$ cat config.mk
export PLATFORM = sky130hd
export DESIGN_NAME = rx_timer_ctrl
export DESIGN_NICKNAME = d
export VERILOG_FILES = /design/src/rtl/rx_timer_ctrl.sv
export SDC_FILE = /design/constraint.sdc
export NUM_CORES = 1
export LEC_CHECK = 0
export ABC_AREA = 1
export BUFFER_PORTS_ARGS = -buffer_cell sky130_fd_sc_hd__buf_4
export CAP_MARGIN = 20
export CORE_ASPECT_RATIO = 1.75
export CORE_MARGIN = 2
export CORE_UTILIZATION = 50
export DETAILED_ROUTE_END_ITERATION = 6
export GPL_TIMING_DRIVEN = 1
export PLACE_DENSITY_LB_ADDON = 0.15
export REMOVE_ABC_BUFFERS = 1
export SLEW_MARGIN = 20
export SYNTH_ARGS = -nofsm -noshare
export SYNTH_HDL_FRONTEND = slang
export SYNTH_SLANG_ARGS = --single-unit
$ cat constraint.sdc
create_clock -name clk -period 2.4 [get_ports clk]
set_input_delay 0.12 -clock clk [delete_from_list [all_inputs] [get_ports clk]]
set_output_delay 0.12 -clock clk [all_outputs]
set_load 0.02 [all_outputs]
$ cat src/rtl/rx_timer_ctrl.sv
// Bit-timing controller for the serial receiver: mid-bit shift strobes, stop-bit check, buffer load.
// Optional even-parity period and check enabled by defining RX_PARITY_CHECK_EN.
module rx_timer_ctrl #(
   parameter int unsigned PERIOD_W = 4,
   parameter int unsigned BITS_W   = 4
) (
   input  logic                clk,
   input  logic                n_rst,
   input  logic                start_bit_detected,
   input  logic                serial_in,
   input  logic [PERIOD_W-1:0] bit_period,
   input  logic [BITS_W-1:0]   data_bits,
   output logic                shift_strobe,
   output logic                load_buffer,
   output logic                frame_done,
   output logic                framing_error,
   output logic                parity_error,
   output logic                busy
);

   localparam int unsigned CNT_W  = PERIOD_W + 1;
   localparam int unsigned BCNT_W = BITS_W + 1;

   typedef enum logic [1:0] {StIdle, StRecv, StCheck} state_e;

   state_e              state_q, state_d;
   logic [CNT_W-1:0]    clk_cnt_q, clk_cnt_d;
   logic [BCNT_W-1:0]   bit_cnt_q, bit_cnt_d;
   logic [PERIOD_W-1:0] period_q, period_d;
   logic [BITS_W-1:0]   nbits_q, nbits_d;
   logic                stop_q, stop_d;
   logic                ferr_q, ferr_d;
`ifdef RX_PARITY_CHECK_EN
   logic                par_q, par_d;
   logic                perr_q, perr_d;
`endif

   logic [CNT_W-1:0]    term_val;
   logic [BCNT_W-1:0]   nbits_ext;
   logic                data_phase;

   // First bit waits an extra half period so sampling lands mid-bit.
   assign term_val   = (bit_cnt_q == '0) ? ({1'b0, period_q} + CNT_W'(period_q >> 1))
                                         : {1'b0, period_q};
   assign nbits_ext  = {1'b0, nbits_q};
   assign data_phase = bit_cnt_q < nbits_ext;

   always_comb begin
      state_d      = state_q;
      clk_cnt_d    = clk_cnt_q;
      bit_cnt_d    = bit_cnt_q;
      period_d     = period_q;
      nbits_d      = nbits_q;
      stop_d       = stop_q;
      ferr_d       = ferr_q;
`ifdef RX_PARITY_CHECK_EN
      par_d        = par_q;
      perr_d       = perr_q;
`endif
      shift_strobe = 1'b0;
      load_buffer  = 1'b0;
      frame_done   = 1'b0;
      unique case (state_q)
         StIdle: begin
            if (start_bit_detected) begin
               period_d  = (bit_period < PERIOD_W'(2)) ? PERIOD_W'(2) : bit_period;
               nbits_d   = (data_bits == '0) ? BITS_W'(1) : data_bits;
               clk_cnt_d = '0;
               bit_cnt_d = '0;
               ferr_d    = 1'b0;
`ifdef RX_PARITY_CHECK_EN
               par_d     = 1'b0;
               perr_d    = 1'b0;
`endif
               state_d   = StRecv;
            end
         end
         StRecv: begin
            clk_cnt_d = clk_cnt_q + CNT_W'(1);
            if (clk_cnt_q == term_val) begin
               clk_cnt_d = CNT_W'(1);
               bit_cnt_d = bit_cnt_q + BCNT_W'(1);
               if (data_phase) begin
                  shift_strobe = 1'b1;
`ifdef RX_PARITY_CHECK_EN
                  par_d = par_q ^ serial_in;
               end else if (bit_cnt_q == nbits_ext) begin
                  par_d = par_q ^ serial_in;
`endif
               end else begin
                  stop_d  = serial_in;
                  state_d = StCheck;
               end
            end
         end
         StCheck: begin
            frame_done = 1'b1;
`ifdef RX_PARITY_CHECK_EN
            load_buffer = stop_q & ~par_q;
            if (par_q) perr_d = 1'b1;
`else
            load_buffer = stop_q;
`endif
            if (!stop_q) ferr_d = 1'b1;
            state_d = StIdle;
         end
         default: state_d = StIdle;
      endcase
   end

   always_ff @(posedge clk or negedge n_rst) begin
      if (!n_rst) begin
         state_q   <= StIdle;
         clk_cnt_q <= '0;
         bit_cnt_q <= '0;
         period_q  <= '0;
         nbits_q   <= '0;
         stop_q    <= 1'b0;
         ferr_q    <= 1'b0;
`ifdef RX_PARITY_CHECK_EN
         par_q     <= 1'b0;
         perr_q    <= 1'b0;
`endif
      end else begin
         state_q   <= state_d;
         clk_cnt_q <= clk_cnt_d;
         bit_cnt_q <= bit_cnt_d;
         period_q  <= period_d;
         nbits_q   <= nbits_d;
         stop_q    <= stop_d;
         ferr_q    <= ferr_d;
`ifdef RX_PARITY_CHECK_EN
         par_q     <= par_d;
         perr_q    <= perr_d;
`endif
      end
   end

   assign busy          = (state_q != StIdle);
   assign framing_error = ferr_q;
`ifdef RX_PARITY_CHECK_EN
   assign parity_error  = perr_q;
`else
   assign parity_error  = 1'b0;
`endif

endmodule

==> results.py, run 1 <==
metrics = {
    "grt": {
        "grt_pass1_vias": 1340,
        "antenna_found_initial": 0,
        "track_usage_pct": 22.1,
        "grt_pass1_wl_um": 5750,
        "overflow": 0,
        "grt_max_degree": 23,
    },
    "cts": {
        "clkTransAtPathRegs_ns": 0.09,
        "cts_tree": "done",
        "clk_latency_ns": 0.27,
        "cts_buffer_depth": 2,
        "cts-root-buf": "clkbuf_8",
        "cts_buffers": 3,
        "htreeDepth": 1,
        "clkSinkCount": 22,
    },
    "power": {
        "switching_power_mw": 1.42,
        "peakVddDrop_v": 0.00108,
        "p_int_mw": 1.47,
        "switching_share_pct": 49.1,
        "p_comb_share_pct": 61.5,
        "seq_power_share_pct": 26.3,
        "p_per_area_nw_per_um2": 1620,
        "p_leak_nw": 0.928,
        "p_clk_share_pct": 12.2,
    },
    "drt": {
        "ant_nets": 0,
        "avgViaCountPerCell": 5.43,
        "avgRoutedWirePerCell_um": 13.7,
        "vias": 1342,
        "drt_iter0_drc": 36,
        "firstDrtPassIters": 4,
        "drc_errors": 0,
        "routed_wirelength_um": 3390,
    },
    "synthesis": {
        "synth-seq-cells": 22,
        "synthXorXnorAreaFrac_pct": 3.49,
        "synth.area.mux_share_pct": 0,
        "postSynthAreaPerCell_um2": 7.68,
        "yosys_warnings": 0,
        "synth_top_family_by_area": "simple AND/OR/NAND/NOR gates",
        "synth_ff_type": "dfrtp_1",
        "synth_compound_area_share_pct": 5.49,
        "syn_inst": 196,
        "async_reset_ff_share_pct": 100,
        "synth_edf_count": 0,
        "netlist_area_um2": 1510,
        "ys_seq_area_share_pct": 36.6,
        "synthAdderAreaFrac_pct": 9.64,
        "yosys.area_share.simple_pct": 36.3,
        "synth.distinct_cells": 26,
    },
    "timing": {
        "finalMaxSlewViolations": 0,
        "tns_ns": 0,
        "report.final.setup_viol": 0,
        "period_minus_slack_ns": 2.28,
        "clock_skew_ns": 0.00739,
        "fmax_mhz": 439,
        "finalCritPeriodShare_pct": 94.9,
        "finalHoldViolCount": 0,
        "rsz0062_at_grt": "false",
    },
    "place": {
        "place_hpwl_um": 2550,
        "numPortBuffers": 16,
        "gp_congestion": 0.909,
    },
    "worst_setup_path": {
        "reg2regPathDepth": 11,
        "worst-path-max-fanout": 5,
        "crit_start": "period_q[1]",
        "worst-r2r-setup-slack_ns": 0.24,
        "crit_top_cell": "nand3_2",
        "path_cells": "ha_4 -> fa_2 -> nand3_1 -> nand3_2 -> nand3_2 -> nor2_4 -> nand2_2 -> nor2_1 -> buf_4",
        "critical_path_required_ns": 2.28,
        "cpPeakStageDelay_ns": 0.53,
        "r2r-end": "bit_cnt_q[4]",
        "cp-start-kind": "flop",
        "cp_slowest_cell": "fa_2",
        "rr_startpoint": "period_q[1]",
        "cp-endpoint": "shift_strobe",
        "critPathKind": "reg2out",
        "cp-end-kind": "primary output",
        "arrival_ns": 2.16,
    },
    "flow_run": {
        "drv_cap": 0,
    },
    "floorplan": {
        "num_rows": 26,
        "dieArea_um2": 3480,
        "ioPinCount": 18,
        "die_h_um": 76.6,
        "fp.coreArea_um2": 2900,
        "start_util_pct": 52.0,
        "dieWidth_um": 45.5,
    },
    "cells_and_area": {
        "post-route-util_pct": 61.5,
        "final_common_cell": "nand2_1",
        "drive_gt1_share_pct": 22.4,
        "layout_common_cells": "nand2_1 (50), inv_1 (27), dfrtp_1 (21)",
        "nets": 243,
        "fill_cells": 275,
        "multi_input_area_um2": 851,
        "syn_to_final_growth_pct": 18.4,
        "ff_latch_area_um2": 552,
        "n_antenna_cell": 0,
    },
    "hold_path": {
        "hold_class": "in2reg",
        "hold_depth": 3,
    },
    "run_status": {
        "status": "finished clean",
    },
}
==> final cells by class <==
cell class                 count  share of cell area [%]
multi-input combinational    142                    47.8
clock buffer                   3                    2.32
tap                           28                    1.97
timing repair buffer          21                    8.99
clock inverter                 1                    1.69
inverter                      30                    6.32
sequential                    22                    31.0
==> power by group through the flow <==
stage / logic [mW] / registers, mW / clock network, mW
after floorplan: 1.28 / 0.707 / 0
after global placement: 1.59 / 0.746 / 0
after detailed placement: 1.64 / 0.750 / 0
after CTS: 1.66 / 0.746 / 0.355
after global routing: 2.00 / 0.785 / 0.375
final: 1.77 / 0.759 / 0.352
==> how the worst min path moves through the flow <==
stage | startpoint | end
after floorplan | n_rst | bit_cnt_q[0]
after global placement | n_rst | period_q[0]
after detailed placement | n_rst | period_q[2]
after CTS | serial_in | stop_q
after global routing | serial_in | stop_q
final | serial_in | stop_q
==> per-stage QoR <==
step                hold WS, ns  total power [mW]  cell area (um^2)  cells  setup WS (ns)
global placement         0.0273              2.34              1660    239          0.348
CTS                      0.0397              2.76              1740    244       0.000384
floorplan                -0.176              1.99              1490    194          0.381
detailed placement       0.0271              2.39              1660    239          0.316
finish                   0.0341              2.88              1780    247          0.124
global route             0.0353              3.16              1780    247         0.0178
==> Yosys cell counts, types with 2 or more instances <==
| library cell | n | area (um^2) |
|---|---|---|
| nor2_2 | 2 | 12.5 |
| nand3_2 | 3 | 30.0 |
| clkinv_1 | 2 | 7.51 |
| dfrtp_1 | 22 | 551 |
| nor2_1 | 15 | 56.3 |
| nand2_1 | 50 | 188 |
| nand2_2 | 9 | 56.3 |
| nand4_1 | 3 | 18.8 |
| nand3_1 | 18 | 90.1 |
| o21ai_0 | 12 | 60.1 |
| nor2_4 | 4 | 45.0 |
| xor2_1 | 6 | 52.6 |
| inv_1 | 27 | 101 |
| ha_1 | 10 | 125 |
| nand3b_1 | 2 | 15.0 |
==> state kept, by name (all words and copies together) (netlist names) <==
register       count
clk_cnt_q          5
stop_q             1
framing_error      1
bit_cnt_q          5
state_q            2
nbits_q            4
period_q           4
==> kinds of logic after synthesis <==
family                     after synthesis
and+or+nand+nor                        109
xor gates and xnor gates                 6
DFF                                     22
other                                    1
AOI/OAI and AO/OA                       15
buffers and inverters                   32
adders and majority gates               11
==> metal layers <==
metal / GRT usage, % / vias to the layer above / routed length (um)
met2: 40.0 / 32 / 1960
met5: 0 / - / 0
met3: 3.32 / 7 / 87
met1: 23.8 / 641 / 1290
li1: - / 662 / -
met4: 8.24 / 0 / 63
==> worst max-delay path: cells and delay by family, from the launching register on <==
family / cells / cell delay, ns
and+or+nand+nor: 6 / 0.56
DFF: 1 / 0.47
buffers and inverters: 1 / 0.15
adders and majority gates: 2 / 0.71
==> what timing repair did <==
item	CTS	global route
hold buffers	1	0
setup buffers	0	3
endpoints found under the hold margin	22	0
setup endpoints to repair	0	1
gates resized for setup	0	5
(Power assumes the default switching activity.)
==> run 2: changes to the inputs <==
Settings changed: ABC_AREA 1 to unset.
==> run 2 against run 1 <==
  * The flow now finishes with violations (negative setup slack)
  * Flip-flop and latch count stayed put
  * Via count fell by 3.7%
  * Cell count down 10%
  * Core utilization is 7.1 points higher
  * Critical endpoint unchanged
  * Largest cell class unchanged
  * Highest routed layer unchanged
==> results.py, run 2 <==
metrics = {
    "cts": {
        "htreeDepth": 1,
        "cts_buffers": 3,
        "cts-root-buf": "clkbuf_8",
        "clkTransAtPathRegs_ns": 0.08,
        "cts_buffer_depth": 2,
        "cts_tree": "done",
        "clkSinkCount": 22,
        "clk_latency_ns": 0.27,
    },
    "flow_run": {
        "drv_cap": 0,
    },
    "worst_setup_path": {
        "critPathKind": "reg2out",
        "critical_path_required_ns": 2.28,
        "cp-end-kind": "primary output",
        "arrival_ns": 2.54,
        "worst-r2r-setup-slack_ns": -0.23,
        "worst-path-max-fanout": 4,
        "cp-start-kind": "flop",
    },
    "place": {
        "place_hpwl_um": 2420,
        "gp_congestion": 0.868,
        "numPortBuffers": 16,
        "placed_cells": 210,
        "place_ws_ns": -0.0709,
    },
    "synthesis": {
        "synthTopCellsByCount": "nand2_1 (29), dfrtp_1 (22), o21ai_0 (12), ha_1 (10), inv_1 (9)",
        "netlist_area_um2": 1420,
        "ys_seq_area_share_pct": 38.7,
        "yosysTopAreaCell": "dfrtp_1",
        "yosys_warnings": 0,
        "synth.most_common_cell": "nand2_1",
        "postSynthAreaPerCell_um2": 9.13,
        "synth_area_leaders": "dfrtp_1 (39%), ha_1 (8.8%), nand2_1 (7.6%), o21ai_0 (4.2%), mux2i_1 (3.5%)",
        "syn_inst": 156,
        "async_reset_ff_share_pct": 100,
        "synth.top_cell.area_share_pct": 38.7,
        "synth.distinct_cells": 44,
        "synth_ff_type": "dfrtp_1",
        "synth_edf_count": 0,
        "synth-seq-cells": 22,
    },
    "floorplan": {
        "die_h_um": 74.6,
        "start_util_pct": 52.3,
        "dieWidth_um": 44.3,
        "fp.coreArea_um2": 2720,
        "ioPinCount": 18,
        "dieArea_um2": 3310,
        "num_rows": 25,
    },
    "power": {
        "p_per_area_nw_per_um2": 1370,
        "p_leak_nw": 0.921,
        "peakVddDrop_v": 0.000775,
    },
    "drt": {
        "drt_iter0_drc": 28,
        "avgRoutedWirePerCell_um": 15.4,
        "firstDrtPassIters": 4,
        "avgViaCountPerCell": 5.82,
        "drc_errors": 0,
        "ant_nets": 0,
        "routed_wirelength_um": 3420,
        "vias": 1292,
    },
    "cells_and_area": {
        "fill_cells": 212,
        "drive_gt1_share_pct": 32.3,
        "syn_to_final_growth_pct": 31.1,
        "final_common_cell": "buf_4",
        "reg.largest.list": "bit_cnt_q: 5 flops, clk_cnt_q: 5 flops",
        "nets": 219,
        "layout_common_cells": "buf_4 (37), nand2_1 (29), dfrtp_1 (22)",
        "post-route-util_pct": 68.6,
        "n_antenna_cell": 0,
        "fin_cells": 222,
    },
    "timing": {
        "tns_ns": -1.74,
        "report.final.setup_viol": 12,
        "fmax_mhz": 376,
        "rsz0062_at_grt": "true",
        "setup_slack_ns": -0.259,
        "finalMaxSlewViolations": 0,
        "finalCritPeriodShare_pct": 111,
        "finalHoldViolCount": 0,
        "period_minus_slack_ns": 2.66,
        "hold_ws_ns": 0.0761,
        "clock_skew_ns": 0.00772,
    },
    "grt": {
        "track_usage_pct": 22.2,
        "overflow": 0,
        "grt_pass1_wl_um": 5440,
        "antenna_found_initial": 0,
        "grt_pass1_vias": 1254,
        "grt_max_degree": 23,
    },
    "run_status": {
        "violations": "negative setup slack",
        "status": "finished with violations",
    },
    "hold_path": {
        "hold_class": "in2reg",
    },
}
-- run 2: cell types whose count changed in the layout (fill, tap and decap cells not counted), sizes merged, moves of 4 or more --
cell,change
a21o,+4
xnor2,+4
nor2,-14
buf,+18
xor2,-6
mux2i,+5
and2,+4
nand2,-30
nand3,-17
inv,-19
nand2b,+4
-- run 2: cells by family after synthesis --
family	share of synthesized area, %
xor+xnor	2.46
other cells	0.263
compound gates	14.5
mux	4.31
buf+inv	4.48
fa+ha+maj	10.2
flops	38.7
simple gates	25.1
-- run 2: layout make-up --
type,count,area [um^2],area share (%)
tap,27,33.8,1.81
timing repair buffer,40,328,17.6
clock buffer,4,55.1,2.95
inverter,9,33.8,1.81
sequential,22,551,29.5
multi-input combinational,120,866,46.4
-- run 2: worst paths after layout --
path / startpoint / endpoint / cells after the start
min: data_bits[3] / nbits_q[3] / 3
min reg2reg: nbits_q[0] / nbits_q[0] / 2
max in group asynchronous: n_rst / nbits_q[1] / 2
max: bit_cnt_q[0] / shift_strobe / 10
min in group asynchronous: n_rst / clk_cnt_q[0] / 2
max reg2reg: bit_cnt_q[0] / clk_cnt_q[0] / 11
-- run 2: where the power goes --
part / internal, mW / leakage, nW / total [mW] / switching (mW)
Clock: 0.146 / 0.0288 / 0.268 / 0.121
Sequential: 0.528 / 0.275 / 0.683 / 0.156
Combinational: 0.875 / 0.618 / 1.60 / 0.729
-- run 2: timing repair --
action / 4_1_cts / 5_1_grt
buffers inserted: 2 / 4
hold buffers: 1 / 0
gates cloned: 0 / 1
hold endpoints to repair: 22 / 0
pin swaps: 4 / 5
resized for setup: 7 / 16
endpoints found under the setup margin: 8 / 12
-- run 2: per-layer routing --
layer / up-vias / routed length, um / global-route usage, %
met2: 30 / 1870 / 40.8
li1: 623 / - / -
met5: - / 0 / 0
met3: 10 / 98 / 2.67
met4: 0 / 98 / 11.1
met1: 629 / 1350 / 24.2
-- run 2: worst max-delay path: stages (launching register included) --
cell and delay [ns]:
dfrtp_1 0.40, inv_2 0.08, ha_4 0.13, or4b_4 0.49, mux2i_1 0.17, o211ai_1 0.14, nor4bb_2 0.37, buf_4 0.19
nand2_1 0.05, nor2_1 0.09, buf_4 0.14
-- run 2: per-stage QoR --
stage | cell area, um^2 | power (mW)
global route | 1870 | 2.76
CTS | 1770 | 2.31
floorplan | 1390 | 1.51
global placement | 1670 | 1.93
finish | 1870 | 2.56
detailed placement | 1670 | 1.98
